**config.mk**
```make
export PLATFORM = sky130hd
export DESIGN_NAME = ysyx_22041071_mem_arb_flat
export DESIGN_NICKNAME = d
export VERILOG_FILES = /design/src/rtl/ysyx_22041071_mem_arb_if.sv /design/src/rtl/ysyx_22041071_mem_arb.sv /design/src/flat_wrapper.sv
export SDC_FILE = /design/constraint.sdc
export NUM_CORES = 1
export LEC_CHECK = 0
export ABC_CLOCK_PERIOD_IN_PS = 13300
export CAP_MARGIN = 20
export CORE_AREA = 2 2 278 280
export CTS_CLUSTER_SIZE = 12
export DETAILED_ROUTE_END_ITERATION = 8
export DIE_AREA = 0 0 280 282
export SYNTH_ARGS = -nofsm -noshare
export SYNTH_HDL_FRONTEND = slang
export SYNTH_SLANG_ARGS = --single-unit
```
**constraint.sdc**
```tcl
create_clock -name i_clk -period 13.3 [get_ports i_clk]
set_input_delay 3.325 -clock i_clk [delete_from_list [all_inputs] [get_ports i_clk]]
set_output_delay 3.325 -clock i_clk [all_outputs]
set_load 0.005 [all_outputs]
```
**src/rtl/ysyx_22041071_mem_arb_if.sv**
```systemverilog
// Bundle of the IF/LS request-response channels and the RAMHelper port.
// The slave modport faces the arbiter; the master modport faces the pipeline/RAM side.
interface ysyx_22041071_mem_arb_if;
    logic        if_req_valid;
    logic        if_req_ready;
    logic [63:0] if_req_addr;
    logic        if_rsp_valid;
    logic        if_rsp_ready;
    logic [63:0] if_rsp_rdata;

    logic        ls_req_valid;
    logic        ls_req_ready;
    logic [63:0] ls_req_addr;
    logic        ls_req_wen;
    logic [63:0] ls_req_wdata;
    logic [63:0] ls_req_wmask;
    logic        ls_rsp_valid;
    logic        ls_rsp_ready;
    logic [63:0] ls_rsp_rdata;

    logic        ram_en;
    logic [63:0] ram_rIdx;
    logic [63:0] ram_rdata;
    logic [63:0] ram_wIdx;
    logic [63:0] ram_wdata;
    logic [63:0] ram_wmask;
    logic        ram_wen;

    modport slave (
        input  if_req_valid, if_req_addr, if_rsp_ready,
        input  ls_req_valid, ls_req_addr, ls_req_wen, ls_req_wdata, ls_req_wmask, ls_rsp_ready,
        input  ram_rdata,
        output if_req_ready, if_rsp_valid, if_rsp_rdata,
        output ls_req_ready, ls_rsp_valid, ls_rsp_rdata,
        output ram_en, ram_rIdx, ram_wIdx, ram_wdata, ram_wmask, ram_wen
    );

    modport master (
        output if_req_valid, if_req_addr, if_rsp_ready,
        output ls_req_valid, ls_req_addr, ls_req_wen, ls_req_wdata, ls_req_wmask, ls_rsp_ready,
        output ram_rdata,
        input  if_req_ready, if_rsp_valid, if_rsp_rdata,
        input  ls_req_ready, ls_rsp_valid, ls_rsp_rdata,
        input  ram_en, ram_rIdx, ram_wIdx, ram_wdata, ram_wmask, ram_wen
    );
endinterface

```
**src/rtl/ysyx_22041071_mem_arb.sv**
```systemverilog
// Shares the single RAMHelper port between instruction fetch and load/store,
// one outstanding transaction at a time, with IF starvation protection and fetch flush.
//
// state  | meaning
// -------+---------------------------------------------------------------
// S_IDLE | no transaction; grant decided combinationally, RAM driven
// S_WAIT | RAM read data arriving; captured into the response buffer
// S_RESP | response buffer presented to the owner until it is accepted
module ysyx_22041071_mem_arb #(
    parameter logic [63:0] START_ADDR   = 64'h8000_0000,
    parameter int unsigned STARVE_LIMIT = 4
) (
    input  logic                          i_clk,
    input  logic                          i_reset,
    input  logic                          i_flush,
    ysyx_22041071_mem_arb_if.slave        bus
);

    typedef enum logic [1:0] {
        S_IDLE = 2'd0,
        S_WAIT = 2'd1,
        S_RESP = 2'd2
    } state_t;

    localparam logic [2:0] LIMIT = 3'(STARVE_LIMIT);

    state_t      r_state;
    state_t      w_state_nxt;
    logic        r_owner_ls;
    logic        r_is_wr;
    logic [2:0]  r_starve;
    logic [63:0] r_buf;

    logic        w_gnt_if;
    logic        w_gnt_ls;
    logic        w_gnt;
    logic        w_if_flushed;
    logic [63:0] w_addr;
    logic [63:0] w_idx;

    // IF wins a tie only once LS has starved it; a flush blocks IF outright.
    always_comb begin
        w_gnt_if = 1'b0;
        w_gnt_ls = 1'b0;
        if ((r_state == S_IDLE) && i_reset) begin
            if (bus.if_req_valid && !i_flush && (!bus.ls_req_valid || (r_starve == LIMIT))) begin
                w_gnt_if = 1'b1;
            end else if (bus.ls_req_valid) begin
                w_gnt_ls = 1'b1;
            end
        end
    end

    assign w_gnt        = w_gnt_if | w_gnt_ls;
    assign w_addr       = w_gnt_ls ? bus.ls_req_addr : bus.if_req_addr;
    assign w_idx        = (w_addr - START_ADDR) >> 3;
    assign w_if_flushed = !r_owner_ls && i_flush;

    always_ff @(posedge i_clk or negedge i_reset) begin
        if (!i_reset) begin
            r_state <= S_IDLE;
        end else begin
            r_state <= w_state_nxt;
        end
    end

    always_comb begin
        w_state_nxt = r_state;
        case (r_state)
            S_IDLE: begin
                if (w_gnt) begin
                    w_state_nxt = S_WAIT;
                end
            end
            S_WAIT: begin
                w_state_nxt = w_if_flushed ? S_IDLE : S_RESP;
            end
            S_RESP: begin
                if (w_if_flushed) begin
                    w_state_nxt = S_IDLE;
                end else if (r_owner_ls ? bus.ls_rsp_ready : bus.if_rsp_ready) begin
                    w_state_nxt = S_IDLE;
                end
            end
            default: w_state_nxt = S_IDLE;
        endcase
    end

    // RAM is only driven in the grant cycle; a write commits on that edge.
    always_comb begin
        bus.if_req_ready = w_gnt_if;
        bus.ls_req_ready = w_gnt_ls;
        bus.if_rsp_valid = (r_state == S_RESP) && !r_owner_ls && !i_flush;
        bus.ls_rsp_valid = (r_state == S_RESP) && r_owner_ls;
        bus.if_rsp_rdata = r_buf;
        bus.ls_rsp_rdata = r_buf;
        bus.ram_en       = w_gnt;
        bus.ram_rIdx     = w_gnt ? w_idx : 64'd0;
        bus.ram_wIdx     = w_gnt ? w_idx : 64'd0;
        bus.ram_wen      = w_gnt_ls && bus.ls_req_wen;
        bus.ram_wdata    = w_gnt_ls ? bus.ls_req_wdata : 64'd0;
        bus.ram_wmask    = w_gnt_ls ? bus.ls_req_wmask : 64'd0;
    end

    always_ff @(posedge i_clk or negedge i_reset) begin
        if (!i_reset) begin
            r_owner_ls <= 1'b0;
            r_is_wr    <= 1'b0;
            r_starve   <= 3'd0;
            r_buf      <= 64'd0;
        end else begin
            if (w_gnt) begin
                r_owner_ls <= w_gnt_ls;
                r_is_wr    <= w_gnt_ls && bus.ls_req_wen;
            end
            if (w_gnt_if) begin
                r_starve <= 3'd0;
            end else if (w_gnt_ls && bus.if_req_valid && (r_starve < LIMIT)) begin
                r_starve <= r_starve + 3'd1;
            end
            if ((r_state == S_WAIT) && !w_if_flushed) begin
                r_buf <= r_is_wr ? 64'd0 : bus.ram_rdata;
            end
        end
    end

endmodule

```
**src/flat_wrapper.sv**
```systemverilog
// flat-port wrapper written by rule: the top's interface ports become plain ports
module ysyx_22041071_mem_arb_flat 
#(
    parameter logic [63:0] START_ADDR   = 64'h8000_0000,
    parameter int unsigned STARVE_LIMIT = 4
)
  (i_clk, i_reset, i_flush, bus_if_req_valid, bus_if_req_addr, bus_if_rsp_ready, bus_ls_req_valid, bus_ls_req_addr, bus_ls_req_wen, bus_ls_req_wdata, bus_ls_req_wmask, bus_ls_rsp_ready, bus_ram_rdata, bus_if_req_ready, bus_if_rsp_valid, bus_if_rsp_rdata, bus_ls_req_ready, bus_ls_rsp_valid, bus_ls_rsp_rdata, bus_ram_en, bus_ram_rIdx, bus_ram_wIdx, bus_ram_wdata, bus_ram_wmask, bus_ram_wen);
  ysyx_22041071_mem_arb_if bus_i ();
  input  logic i_clk;
  input  logic i_reset;
  input  logic i_flush;
  input wire logic [$bits(bus_i.if_req_valid)-1:0] bus_if_req_valid;
  input wire logic [$bits(bus_i.if_req_addr)-1:0] bus_if_req_addr;
  input wire logic [$bits(bus_i.if_rsp_ready)-1:0] bus_if_rsp_ready;
  input wire logic [$bits(bus_i.ls_req_valid)-1:0] bus_ls_req_valid;
  input wire logic [$bits(bus_i.ls_req_addr)-1:0] bus_ls_req_addr;
  input wire logic [$bits(bus_i.ls_req_wen)-1:0] bus_ls_req_wen;
  input wire logic [$bits(bus_i.ls_req_wdata)-1:0] bus_ls_req_wdata;
  input wire logic [$bits(bus_i.ls_req_wmask)-1:0] bus_ls_req_wmask;
  input wire logic [$bits(bus_i.ls_rsp_ready)-1:0] bus_ls_rsp_ready;
  input wire logic [$bits(bus_i.ram_rdata)-1:0] bus_ram_rdata;
  output wire logic [$bits(bus_i.if_req_ready)-1:0] bus_if_req_ready;
  output wire logic [$bits(bus_i.if_rsp_valid)-1:0] bus_if_rsp_valid;
  output wire logic [$bits(bus_i.if_rsp_rdata)-1:0] bus_if_rsp_rdata;
  output wire logic [$bits(bus_i.ls_req_ready)-1:0] bus_ls_req_ready;
  output wire logic [$bits(bus_i.ls_rsp_valid)-1:0] bus_ls_rsp_valid;
  output wire logic [$bits(bus_i.ls_rsp_rdata)-1:0] bus_ls_rsp_rdata;
  output wire logic [$bits(bus_i.ram_en)-1:0] bus_ram_en;
  output wire logic [$bits(bus_i.ram_rIdx)-1:0] bus_ram_rIdx;
  output wire logic [$bits(bus_i.ram_wIdx)-1:0] bus_ram_wIdx;
  output wire logic [$bits(bus_i.ram_wdata)-1:0] bus_ram_wdata;
  output wire logic [$bits(bus_i.ram_wmask)-1:0] bus_ram_wmask;
  output wire logic [$bits(bus_i.ram_wen)-1:0] bus_ram_wen;
  assign bus_i.if_req_valid = bus_if_req_valid;
  assign bus_i.if_req_addr = bus_if_req_addr;
  assign bus_i.if_rsp_ready = bus_if_rsp_ready;
  assign bus_i.ls_req_valid = bus_ls_req_valid;
  assign bus_i.ls_req_addr = bus_ls_req_addr;
  assign bus_i.ls_req_wen = bus_ls_req_wen;
  assign bus_i.ls_req_wdata = bus_ls_req_wdata;
  assign bus_i.ls_req_wmask = bus_ls_req_wmask;
  assign bus_i.ls_rsp_ready = bus_ls_rsp_ready;
  assign bus_i.ram_rdata = bus_ram_rdata;
  assign bus_if_req_ready = bus_i.if_req_ready;
  assign bus_if_rsp_valid = bus_i.if_rsp_valid;
  assign bus_if_rsp_rdata = bus_i.if_rsp_rdata;
  assign bus_ls_req_ready = bus_i.ls_req_ready;
  assign bus_ls_rsp_valid = bus_i.ls_rsp_valid;
  assign bus_ls_rsp_rdata = bus_i.ls_rsp_rdata;
  assign bus_ram_en = bus_i.ram_en;
  assign bus_ram_rIdx = bus_i.ram_rIdx;
  assign bus_ram_wIdx = bus_i.ram_wIdx;
  assign bus_ram_wdata = bus_i.ram_wdata;
  assign bus_ram_wmask = bus_i.ram_wmask;
  assign bus_ram_wen = bus_i.ram_wen;
  ysyx_22041071_mem_arb #(.START_ADDR(START_ADDR), .STARVE_LIMIT(STARVE_LIMIT)) u_core (.i_clk(i_clk), .i_reset(i_reset), .i_flush(i_flush), .bus(bus_i));
endmodule
```
**After elaboration in Yosys (flattened, before gate mapping)**

Cells that the tools add are included.
Widths: inputs -> output; s select.

- Register bits after elaboration: 71
- Input port bits: 328
- Output and inout port bits: 390
- Logic and storage cells: 51

- Add/subtract/negate cells: 2
- $lt $le $gt $ge: 1
- Eq/ne operators: 5
- Multiplexer cells: 18
- Bitwise operators: 1
- Reduce and logical (&&, ||, !) cells: 19

Operators by type and width:

| kind | count |
|---|---|
| $mux 64 | 4 |
| $sub 64x32->64 const B | 1 |
| $mux 61 | 1 |
| $logic_and 1x1->1 | 11 |
| $mux 2 | 4 |
| $mux 1 | 6 |
| $mux 3 | 2 |
| $pmux 2 s3 | 1 |
| $logic_not 1->1 | 4 |
| $add 3x1->3 const B | 1 |
| $eq 3x3->1 const B | 1 |
| $lt 3x3->1 const B | 1 |
| $ne 3x1->1 const B | 1 |
| $eq 2x1->1 const B | 1 |
| $eq 2x2->1 const B | 1 |
| $logic_not 2->1 | 1 |
| $ne 2x1->1 const B | 1 |
| $reduce_and 2->1 | 1 |
| $reduce_bool 2->1 | 1 |
| $logic_or 1x1->1 | 1 |
| $or 1x1->1 | 1 |

**Depth between registers and ports, before layout**

Gate-level depths: netlist of the first run.

- Depth in word-level cells: 9
- Mapped depth: 16
- Mapped depth without buffers: 12

**Worst setup path after synthesis of the first run**

Ideal clock, no wire load.

- Path type: input -> output
- Start point: input port i_flush
- End point: output port bus_ram_wIdx[60]
- Arrival time: 6.606 ns
- Data required time: 9.975 ns
- Slack: 3.369 ns
- Cell stages on the path: 14
- Buffers on the path: 4
- Cells stage by stage: nand4b_1 nand2_1 clkbuf_1 buf_1 clkbuf_1 mux2i_1 ha_1 nor3b_1 nand4_1 nor4_1 o221ai_1 xnor2_1 nor2_1 buf_4

- Cells in the longest elaborated chain, start to end: 8
- Elaborated cells on any way between the ends: 11
- Classes of those cells: add/sub: 1; mux: 6; bitwise: 1; reduce/logical: 3

RTL lines:

| element | line | source |
|---|---|---|
| from (decl) | flat_wrapper.sv:11 | `input logic i_flush;` |
| $logic_not 1->1 * | ysyx_22041071_mem_arb.sv:46 | `if (bus.if_req_valid && !i_flush && (!bus.ls_req_valid \|\| (r_starve == LIMIT))) begin` |
| $logic_and 1x1->1 * (2 in series) | ysyx_22041071_mem_arb.sv:46 |  |
| $mux 1 | ysyx_22041071_mem_arb.sv:46 |  |
| $mux 1 | ysyx_22041071_mem_arb.sv:45 | `if ((r_state == S_IDLE) && i_reset) begin` |
| $mux 64 | ysyx_22041071_mem_arb.sv:55 | `assign w_addr = w_gnt_ls ? bus.ls_req_addr : bus.if_req_addr;` |
| $sub 64x32->64 | ysyx_22041071_mem_arb.sv:56 | `assign w_idx = (w_addr - START_ADDR) >> 3;` |
| $mux 61 * | - |  |
| to (decl) | flat_wrapper.sv:30 | `output wire logic [$bits(bus_i.ram_wIdx)-1:0] bus_ram_wIdx;` |

Mark *: on every way between the ends. The rest lies on a longest branch, timed or not.

**Final worst setup path of the first run**

- Start point: input port bus_ls_req_valid
- End point: output port bus_ram_wIdx[56]

- Cells in the longest elaborated chain, start to end: 8
- Elaborated cells on any way between the ends: 12
- Classes of those cells: add/sub: 1; mux: 7; bitwise: 1; reduce/logical: 3

RTL lines:

| element | line | source |
|---|---|---|
| from (decl) | flat_wrapper.sv:15 | `input wire logic [$bits(bus_i.ls_req_valid)-1:0] bus_ls_req_valid;` |
| $logic_not 1->1 | ysyx_22041071_mem_arb.sv:46 |  |
| $logic_or 1x1->1 | ysyx_22041071_mem_arb.sv:46 |  |
| $logic_and 1x1->1 | ysyx_22041071_mem_arb.sv:46 |  |
| $mux 1 | ysyx_22041071_mem_arb.sv:46 |  |
| $mux 1 | ysyx_22041071_mem_arb.sv:45 |  |
| $mux 64 | ysyx_22041071_mem_arb.sv:55 |  |
| $sub 64x32->64 | ysyx_22041071_mem_arb.sv:56 |  |
| $mux 61 * | ysyx_22041071_mem_arb.sv:99 | `bus.ram_wIdx = w_gnt ? w_idx : 64'd0;` |

Marks and branches as above.

==> results.md, run 1 <==
- The run finished with clean final reports.
- Once the floorplan was initialized, standard cells occupied 9.20% of the core.
- The number of failing hold endpoints at the final stage was 0.
- The fraction of the mapped netlist area in compound gates is between 10% and 20%.
- The count of buffers from port buffering is between 700 and 800.
- The first global-routing pass estimated just over 60000 um of wire.
- The count of cells along the worst hold path is 1.
- The final route contains between 8000 and 9000 vias.
- In this run the cell area measured after placement is 14100 um2.
- The final routed wire length divided by cell count is between 15 and 20 um.
- The cell area after technology mapping is 6960 um2.
- The critical path data arrival time is roughly 7700 ps.
- The net count of the finished layout is around 1800.
- Summed over all nets, the half-perimeter wirelength after detailed placement is ~36000 um.
- The design internal power is around 1.0 mW.
- The detailed-routing iteration count for the pre-antenna-repair pass is 4.
- The simple-gate portion of the synthesized area is 35.5%.
- Routability-driven placement finished with a final weighted congestion of about 0.91.
- Summing the areas of all xor and xnor instances in the mapped netlist gives under 10% of the synthesized area.
- The headroom to the max-slew limit is 23.2%.
- Setup repair after global routing left no endpoint under its margin.
- Wires add up to approximately 44000 um.
- Summed over its instances, the top area cell type makes up approximately 26% of the synthesized netlist area.
- Summed over all instances, the cell type with the most area after synthesis is sky130_fd_sc_hd__dfrtp_1.
- Max-cap violations in this run came to 0.
- After clock tree synthesis, the repair step resized 0 gates.
- The critical path capture point type is an output port.
- The count of nets left with antenna violations once routing finished came out at 0.
- Buffers inserted to repair hold after CTS numbered 0.
- The final worst clock skew is ~36 ps.
- The latest clock arrival within the worst-skew pair is about 380 ps.
- In the routed design, unresolved DRC markers number 0.
- The relative contribution of sequential cells to total power is around a quarter.
- The number of global-route vias before repair is about 8600.
- The critical path in this run is classified as input pin to output port.
- The launching element type of the critical path is an input pin.
- The final instance area is 14400 um2.
- The adder and majority cell fraction of the synthesized area is less than 1%.
- The share of total power in combinational logic is between 50% and 60%.
- For the pin with the worst max-slew slack, the measured transition is around 1100 ps.
- For this block, the initial DRC count from the detailed router was 388.
- In the layout the commonest cells are sky130_fd_sc_hd__clkdlybuf4s50_1 (704), sky130_fd_sc_hd__nand2_1 (139), sky130_fd_sc_hd__and3_1 (129), sky130_fd_sc_hd__o21ai_0 (75), sky130_fd_sc_hd__dfrtp_1 (71).
- The number of core rows is ~100.
- The clock root buffer is sky130_fd_sc_hd__clkbuf_16.
- The synthesized instance count is 959.
- The worst IR drop on VDD is approximately 0.056 mV.
- The global routing usage summed across all routing layers is a little over a tenth.
- The most used flip-flop cell after synthesis is sky130_fd_sc_hd__dfrtp_1.
- The accumulated negative setup slack is 0 ps.
- The floorplan step defined a die boundary enclosing between 70000 and 80000 um2.
- The static leakage power is ~5.7 nW.
- For the worst setup path, the data required time is approximately 10000 ps.
- The number of antenna violations at the first check in global routing is 7.
- The startpoint of the most critical hold path is u_core.r_is_wr.
- Ranked by total cell area, the synthesized netlist is headed by sky130_fd_sc_hd__dfrtp_1 (26%), sky130_fd_sc_hd__buf_4 (14%), sky130_fd_sc_hd__and3_1 (12%).
- Derived from the worst setup path, the maximum achievable clock frequency is between 0.09 and 0.1 GHz.
- In the finished design, the share of the clock period the worst path needs comes to about 83%.
- For this run, the number of Yosys warnings is 0.
- The combinational family with the most area after synthesis is simple AND/OR/NAND/NOR gates.
- The final-report setup violation count is 0.
- Cells with a size suffix above 1 make up under 10% of the layout.
- a little over 700 I/O pins were placed.
- Net switching is ~35% of the power.
- The H-tree generated during clock tree synthesis spans 3 levels.
- The endpoint of the worst hold-timing path is u_core.r_is_wr.
- The endpoint identified for the worst register-to-register timing path is u_core.r_starve[2].
- Measured against the total synthesized area, the mux share comes to 4.35%.
- The post-route worst hold slack is approximately 470 ps.
- Clock-pin slew was measured on the worst setup and hold paths at approximately 50 ps.
- The synthesized design contains 0 enable-type register cells.
- The min-delay analysis places its worst path in the category flop to flop.
- The maximum number of pins on one net before global-route repair is between 100 and 150.
- The core occupancy in the finished layout is between 10% and 20%.
- In this run the vertical extent of the chip is around 280 um.
- The clock share of power is 17.1%.
- The switching power is 547 uW.
- The worst-case clock buffer depth is 2.
- The routed design could run at a clock period as short as about 11000 ps.
- The clock drives 71 sinks.
- The most common cell after layout, fill and taps aside is sky130_fd_sc_hd__clkdlybuf4s50_1.
- The die span in x is between 200 and 300 um.
- Sequential cells were found to cover about a quarter of the synthesized design area.
- The synthesis-to-layout area growth is 107%.
- After synthesis the netlist holds a flip-flop and latch count of a little over 70.
- TritonCTS built the clock tree.
- The average instance in the mapped netlist occupies 7.26 um2.
- The number of buffers inserted to repair setup after CTS is 0.
- The number of vias per cell is roughly 3.6.
- In this run the power density over the cells is between 100 and 150 nW/um2.
- The number of distinct library cell variants in the gate-level netlist after synthesis is between 50 and 60.
- The number of cells on the worst reg-to-reg path is 9.
- In this run the worst path has a maximum fanout of 42.
- The placed instance count is around 2500.
- The startpoint identified for the worst register-to-register timing path is u_core.r_starve[0].
- The count of final max-slew check failures came to 0.
- The setup slack of the worst register-to-register path is 10700 ps.
- The count of placed standard cells in the final layout, fillers left out is 2476.
- The floorplan step defined a core boundary enclosing between 70000 and 80000 um2.
- The total overflow left after global routing is 0.
- The number of clock buffers inserted by TritonCTS is 9.
- The proportion of register bits with asynchronous set or reset after synthesis is between 90% and 100%.
cell families (layout without fill, tap and decap cells):
family,count (synthesis),count (layout)
AND/OR/NAND/NOR,470,470
buffers and inverters,212,742
AO/OA/AOI/OAI,139,139
flip-flops,71,71
XOR/XNOR,33,33
multiplexers,30,30
adder cells (fa/ha/maj),3,3
other,1,10
registers in the layout, indices dropped and copies added, names as in the netlist:
register / count
u_core.r_state: 2
u_core.r_is_wr: 1
u_core.r_owner_ls: 1
u_core.bus.if_rsp_rdata: 64
u_core.r_starve: 3
synth_stat cells, types with 2 or more instances:
| cell | number |
|---|---|
| sky130_fd_sc_hd__a211oi_1 | 3 |
| sky130_fd_sc_hd__a21oi_1 | 32 |
| sky130_fd_sc_hd__a221oi_1 | 2 |
| sky130_fd_sc_hd__a31oi_1 | 3 |
| sky130_fd_sc_hd__and2_1 | 2 |
| sky130_fd_sc_hd__and3_1 | 129 |
| sky130_fd_sc_hd__buf_1 | 3 |
| sky130_fd_sc_hd__buf_2 | 6 |
| sky130_fd_sc_hd__buf_4 | 131 |
| sky130_fd_sc_hd__clkbuf_1 | 61 |
| sky130_fd_sc_hd__dfrtp_1 | 71 |
| sky130_fd_sc_hd__ha_1 | 3 |
| sky130_fd_sc_hd__inv_1 | 9 |
| sky130_fd_sc_hd__mux2_2 | 2 |
| sky130_fd_sc_hd__mux2i_1 | 28 |
| sky130_fd_sc_hd__nand2_1 | 140 |
| sky130_fd_sc_hd__nand2b_1 | 64 |
| sky130_fd_sc_hd__nand3_1 | 5 |
| sky130_fd_sc_hd__nand3b_1 | 2 |
| sky130_fd_sc_hd__nand4_1 | 6 |
| sky130_fd_sc_hd__nor2_1 | 48 |
| sky130_fd_sc_hd__nor2b_1 | 2 |
| sky130_fd_sc_hd__nor3_1 | 26 |
| sky130_fd_sc_hd__nor3b_1 | 3 |
| sky130_fd_sc_hd__nor4_1 | 12 |
| sky130_fd_sc_hd__o211ai_1 | 3 |
| sky130_fd_sc_hd__o21ai_0 | 75 |
| sky130_fd_sc_hd__o221ai_1 | 2 |
| sky130_fd_sc_hd__o22ai_1 | 3 |
| sky130_fd_sc_hd__o2bb2ai_1 | 2 |
| sky130_fd_sc_hd__o311ai_0 | 2 |
| sky130_fd_sc_hd__o32ai_1 | 2 |
| sky130_fd_sc_hd__o41ai_1 | 2 |
| sky130_fd_sc_hd__or3_1 | 17 |
| sky130_fd_sc_hd__or4_1 | 6 |
| sky130_fd_sc_hd__xnor2_1 | 21 |
| sky130_fd_sc_hd__xor2_1 | 12 |
power by group through the flow:
stage,logic [mW],clock network [mW],registers (mW)
floorplan,0.385,0,0.390
global placement,0.915,0,0.403
detailed placement,0.917,0,0.408
CTS,0.922,0.290,0.403
global route,0.988,0.299,0.415
finish,0.912,0.271,0.402
worst max-delay path, cell delays in order:
cell and delay [ps]:
sky130_fd_sc_hd__clkdlybuf4s50_1 540, sky130_fd_sc_hd__nor4bb_4 220, sky130_fd_sc_hd__buf_4 390, sky130_fd_sc_hd__nand2_4 320, sky130_fd_sc_hd__mux2i_1 270, sky130_fd_sc_hd__ha_1 320, sky130_fd_sc_hd__nor3b_1 230, sky130_fd_sc_hd__nand4_1 270
sky130_fd_sc_hd__nor4_1 620, sky130_fd_sc_hd__o22ai_1 230, sky130_fd_sc_hd__xnor2_1 160, sky130_fd_sc_hd__nor2_1 220, sky130_fd_sc_hd__clkdlybuf4s50_1 560
per-stage QoR:
stage | power [mW] | setup slack [ps]
after detailed placement | 1.33 | 2310
after floorplan | 0.775 | 3370
after global placement | 1.32 | 2330
after CTS | 1.62 | 2270
final | 1.58 | 2280
after global routing | 1.70 | 1960
per-layer routing:
metal  vias to the layer above  track usage [%]  wire length [um]
met3                        43             2.67              3390
met1                      4066             12.9             18900
met2                       513             17.6             20600
met4                         0             3.57              1120
li1                       4200                -                 -
met5                         -                0                 0
cell type report:
type                            count  area [um2]
Fill cell                        8466       61300
Timing Repair Buffer              716        7140
Multi-Input combinational cell    681        3950
Sequential cell                    71        1780
Tap cell                          978        1220
Clock buffer                       10         239
Clock inverter                      6        70.1
Inverter                           10        37.5
Antenna cell                        4        10.0
how the worst max path moves through the flow:
stage / start / to / slack, ps
3_5_place_dp: i_flush / bus_ram_wIdx[56] / 2310
4_1_cts: i_flush / bus_ram_wIdx[56] / 2270
5_1_grt: i_reset / bus_ram_wIdx[56] / 1960
2_1_floorplan: i_flush / bus_ram_wIdx[60] / 3370
6_report: bus_ls_req_valid / bus_ram_wIdx[56] / 2280
3_3_place_gp: i_flush / bus_ram_wIdx[56] / 2330
(Power assumes the default switching activity.)
==> run 2: changes to the inputs <==
Settings changed: ABC_CLOCK_PERIOD_IN_PS 13300 to 9300, CORE_AREA 2 2 278 280 to 2 2 277 279, DIE_AREA 0 0 280 282 to 0 0 279 281.
Clock period 13.3 ns to 9.3 ns, I/O delays scaled along.
==> run 2 against run 1 <==
Against the previous run:
- critical path depth down 1
- via count up 0.37%
- power up 42%
- combinational power up 41%
- worst hold slack better by 26 ps
- setup slack worse by 1600 ps
- die area down 0.71%
- flip-flop and latch count unchanged
- first-iteration DRC count down 11%
- critical endpoint is now bus_ram_rIdx[56]
- largest cell class unchanged
- largest power group unchanged
- highest routed layer unchanged
==> results.md, run 2 (synthesis gave the netlist of run 1 again) <==
- The critical-path cell with the highest stage delay is sky130_fd_sc_hd__clkdlybuf4s50_1.
- The count of buffers from port buffering is 705 (unchanged).
- The headroom to the max-slew limit is 29.5% (+6.4 points).
- Traced cell by cell, the critical path runs through clkdlybuf4s50_1, nor4bb_4, nand2_4, mux2i_1, ha_1, nor2b_1, nand4_1, nor4_1, o22ai_1, xnor2_1, nor2_1, clkdlybuf4s50_1.
- The final-report setup violation count is 0 (unchanged).
- The data required time at the worst endpoint is 6980 ps (-2990 ps).
- Among the stages of the critical path, the cell type that occurs most often is sky130_fd_sc_hd__clkdlybuf4s50_1.
- The endpoint of the worst hold-timing path is u_core.bus.if_rsp_rdata[5].
- Setup repair after global routing left no endpoint under its margin.
- The flip-flop count of the largest register, all copies and words added is 64 (unchanged).
- The number of vias per cell is 3.58 (+0.37%).
- The fraction of layout instances using a drive strength above 1 is 2.81% (+0.20 points).
- The synthesis-to-layout area growth was 108% (about the same).
- The latest clock arrival within the worst-skew pair is 370 ps (about the same).
- Static timing analysis puts the maximum clock frequency at about 0.12 GHz.
- The area of the multi-input gates was 3950 um2 (unchanged).
- The number of core rows is 101 (unchanged).
- The worst-case clock buffer depth is 2 (unchanged).
- The core area is 75400 um2 (-0.33%).
- The number of clock buffers inserted by TritonCTS came to 9 (unchanged).
- The H-tree depth was 3 (unchanged).
- The number of global-route vias before repair was 8747 (+2.0%).
- The die span in x is 279 um (-0.36%).
- The vertical extent of the die is 281 um (-0.35%).
- The wire length of the first global-routing pass was 60200 um (-1.4%).
- In this run the worst hold path is classified as flop to flop.
- The setup slack of the worst register-to-register path came to 6810 ps (-3890 ps).
- The clock period minus final worst setup slack is between 8000 and 9000 ps.
- STA classifies the critical path endpoint as an output port.
- The detailed-route wire length came to 43100 um (-2.1%).
- The number of failing hold endpoints at the final stage is 0 (unchanged).
- The count of final max-slew check failures is 0 (unchanged).
- The total congestion overflow is 0 (unchanged).
- The starting density of the core is 9.23% (+0.031 points).
- The remaining antenna violation count after routing is 0 (unchanged).
- The last weighted congestion value of the routability-driven placer is 0.921 (+1.6%).
- The root buffer cell chosen for the clock tree is sky130_fd_sc_hd__clkbuf_16.
- The count of boundary I/O pins is 718 (unchanged).
- The maximum fanout encountered on the critical timing path is 6 (-86%).
- Leaving out fill and tap cells, the most frequent cells in the layout are sky130_fd_sc_hd__clkdlybuf4s50_1 (704), sky130_fd_sc_hd__nand2_1 (139), sky130_fd_sc_hd__and3_1 (129), sky130_fd_sc_hd__o21ai_0 (75), sky130_fd_sc_hd__dfrtp_1 (71).
- The count of filler cells inserted in the layout is 8490 (+0.28%).
- The number of sinks handled by clock tree synthesis is 71 (unchanged).
- TritonCTS built the clock tree.
- The count of cells along the worst hold path is 2 (+1).
- The power density relative to cell area is 155 nW/um2 (+42%).
- In this run the most critical hold path is launched from u_core.bus.if_rsp_rdata[5].
- The number of resized instances in the post-cts repair step is 0 (unchanged).
- The quantity of hold-fixing buffers added after cts is 0 (unchanged).
- The static leakage power is 5.73 nW (+0.21%).
- The core occupancy in the finished layout came to 19.2% (+0.082 points).
- The flow ran to the end, and the final reports show no timing, DRC or antenna violations.
- The clock-pin transition on the worst setup and hold timing paths is 60 ps (about the same).
- The final worst clock skew was 25.4 ps (-10.6 ps).
- The delay of the slowest critical-path stage was 630 ps (about the same).
- The accumulated negative setup slack is 0 ps (unchanged).
- The number of antenna violations at the first check in global routing is 4 (-3).
- The net count of the finished layout was 1823 (+0.16%).
- In this run the critical register-to-register path is launched from u_core.r_state[1].
- The half-perimeter wire length after placement was 35700 um (-0.63%).
- The detailed-routing iteration count for the pre-antenna-repair pass was 4 (unchanged).
- The number of DRC violations after detailed routing came to 0 (unchanged).
- The most common cell after layout, fill and taps aside is sky130_fd_sc_hd__clkdlybuf4s50_1.
- The path depth of the worst reg2reg path is 5 (-4).
- The area of the die is 78400 um2 (-0.71%).
- The global routing usage summed across all routing layers is 10.4% (-0.097 points).
- The worst IR drop on VDD is 0.0742 mV (+34%).
- The via count is 8855 (+0.37%).
- The critical setup path kind is input pin to output port.
- The number of DRC markers in iteration 0 is 346 (-11%).
- The number of buffers inserted to repair setup after CTS is 0 (unchanged).
- In this run the critical register-to-register path is captured at u_core.r_is_wr.
- The critical path data arrival time was 6240 ps (-1450 ps).
- The final routed wire length divided by cell count is 17.4 um (-2.1%).
- The number of max-cap violations is 0 (unchanged).
- The storage element area is 1780 um2 (unchanged).
- The worst setup path is launched from an input pin.
- The final critical path takes up roughly 92% of the cycle.
- The maximum number of pins on one net before global-route repair came to 121 (+15%).
- The pin slew with the least headroom to its limit is 1050 ps (-94.8 ps).
## run 2: cell count changes in the layout (fill, tap and decap cells not counted)
cell,delta
sky130_fd_sc_hd__clkinvlp_4,+1
sky130_fd_sc_hd__inv_6,+1
sky130_fd_sc_hd__buf_4,+3
sky130_fd_sc_hd__clkinv_4,-2
sky130_fd_sc_hd__diode_2,-3
## run 2: worst max-delay path, delay by kind of cell
kind	cells	cell delay, ps
compound gates	1	210
xor+xnor	1	170
fa+ha+maj	1	300
buf+inv	2	1180
mux	1	210
simple gates	6	1830
## run 2: cell type report
type                    instances  share of cell area, %
inverters                      10                  0.260
clock inverters                 6                  0.476
diodes                          1                 0.0173
repair buffers                719                   49.5
clock buffers                  10                   1.65
well taps                     978                   8.46
multi-input cells             681                   27.3
flip-flops and latches         71                   12.3
## run 2: metrics by stage
stage	instances	hold slack, ps	power, mW	setup slack, ps	instance area [um2]
3_3_place_gp	2459	484	1.88	781	14100
2_1_floorplan	964	490	1.11	1370	6980
4_1_cts	2475	508	2.29	704	14500
5_1_grt	2475	529	2.41	486	14500
6_report	2476	501	2.25	731	14500
3_5_place_dp	2459	494	1.89	709	14100
## run 2: routing by layer
metal,share of wire (%),track usage [%],vias to the layer above
li1,-,-,4207
met1,42,12.6,4064
met2,47,17.6,541
met3,8.4,2.83,43
met4,2.4,3.52,0
met5,0,0,-
## run 2: how the worst max path moves through the flow
| stage | start | to | slack, ps | depth (start not counted) |
|---|---|---|---|---|
| after floorplan | i_flush | bus_ram_wIdx[60] | 1370 | 14 |
| after global placement | bus_ls_req_valid | bus_ram_rIdx[56] | 780 | 12 |
| after detailed placement | bus_ls_req_valid | bus_ram_rIdx[56] | 710 | 12 |
| after CTS | bus_ls_req_valid | bus_ram_rIdx[56] | 700 | 12 |
| after global routing | bus_ls_req_valid | bus_ram_rIdx[56] | 490 | 12 |
| final | bus_ls_req_valid | bus_ram_rIdx[56] | 730 | 12 |
## run 2: power breakdown
part           switching, mW  internal (mW)
Combinational          0.472          0.820
Clock                  0.161          0.217
Sequential             0.132          0.447
Total                  0.765           1.48
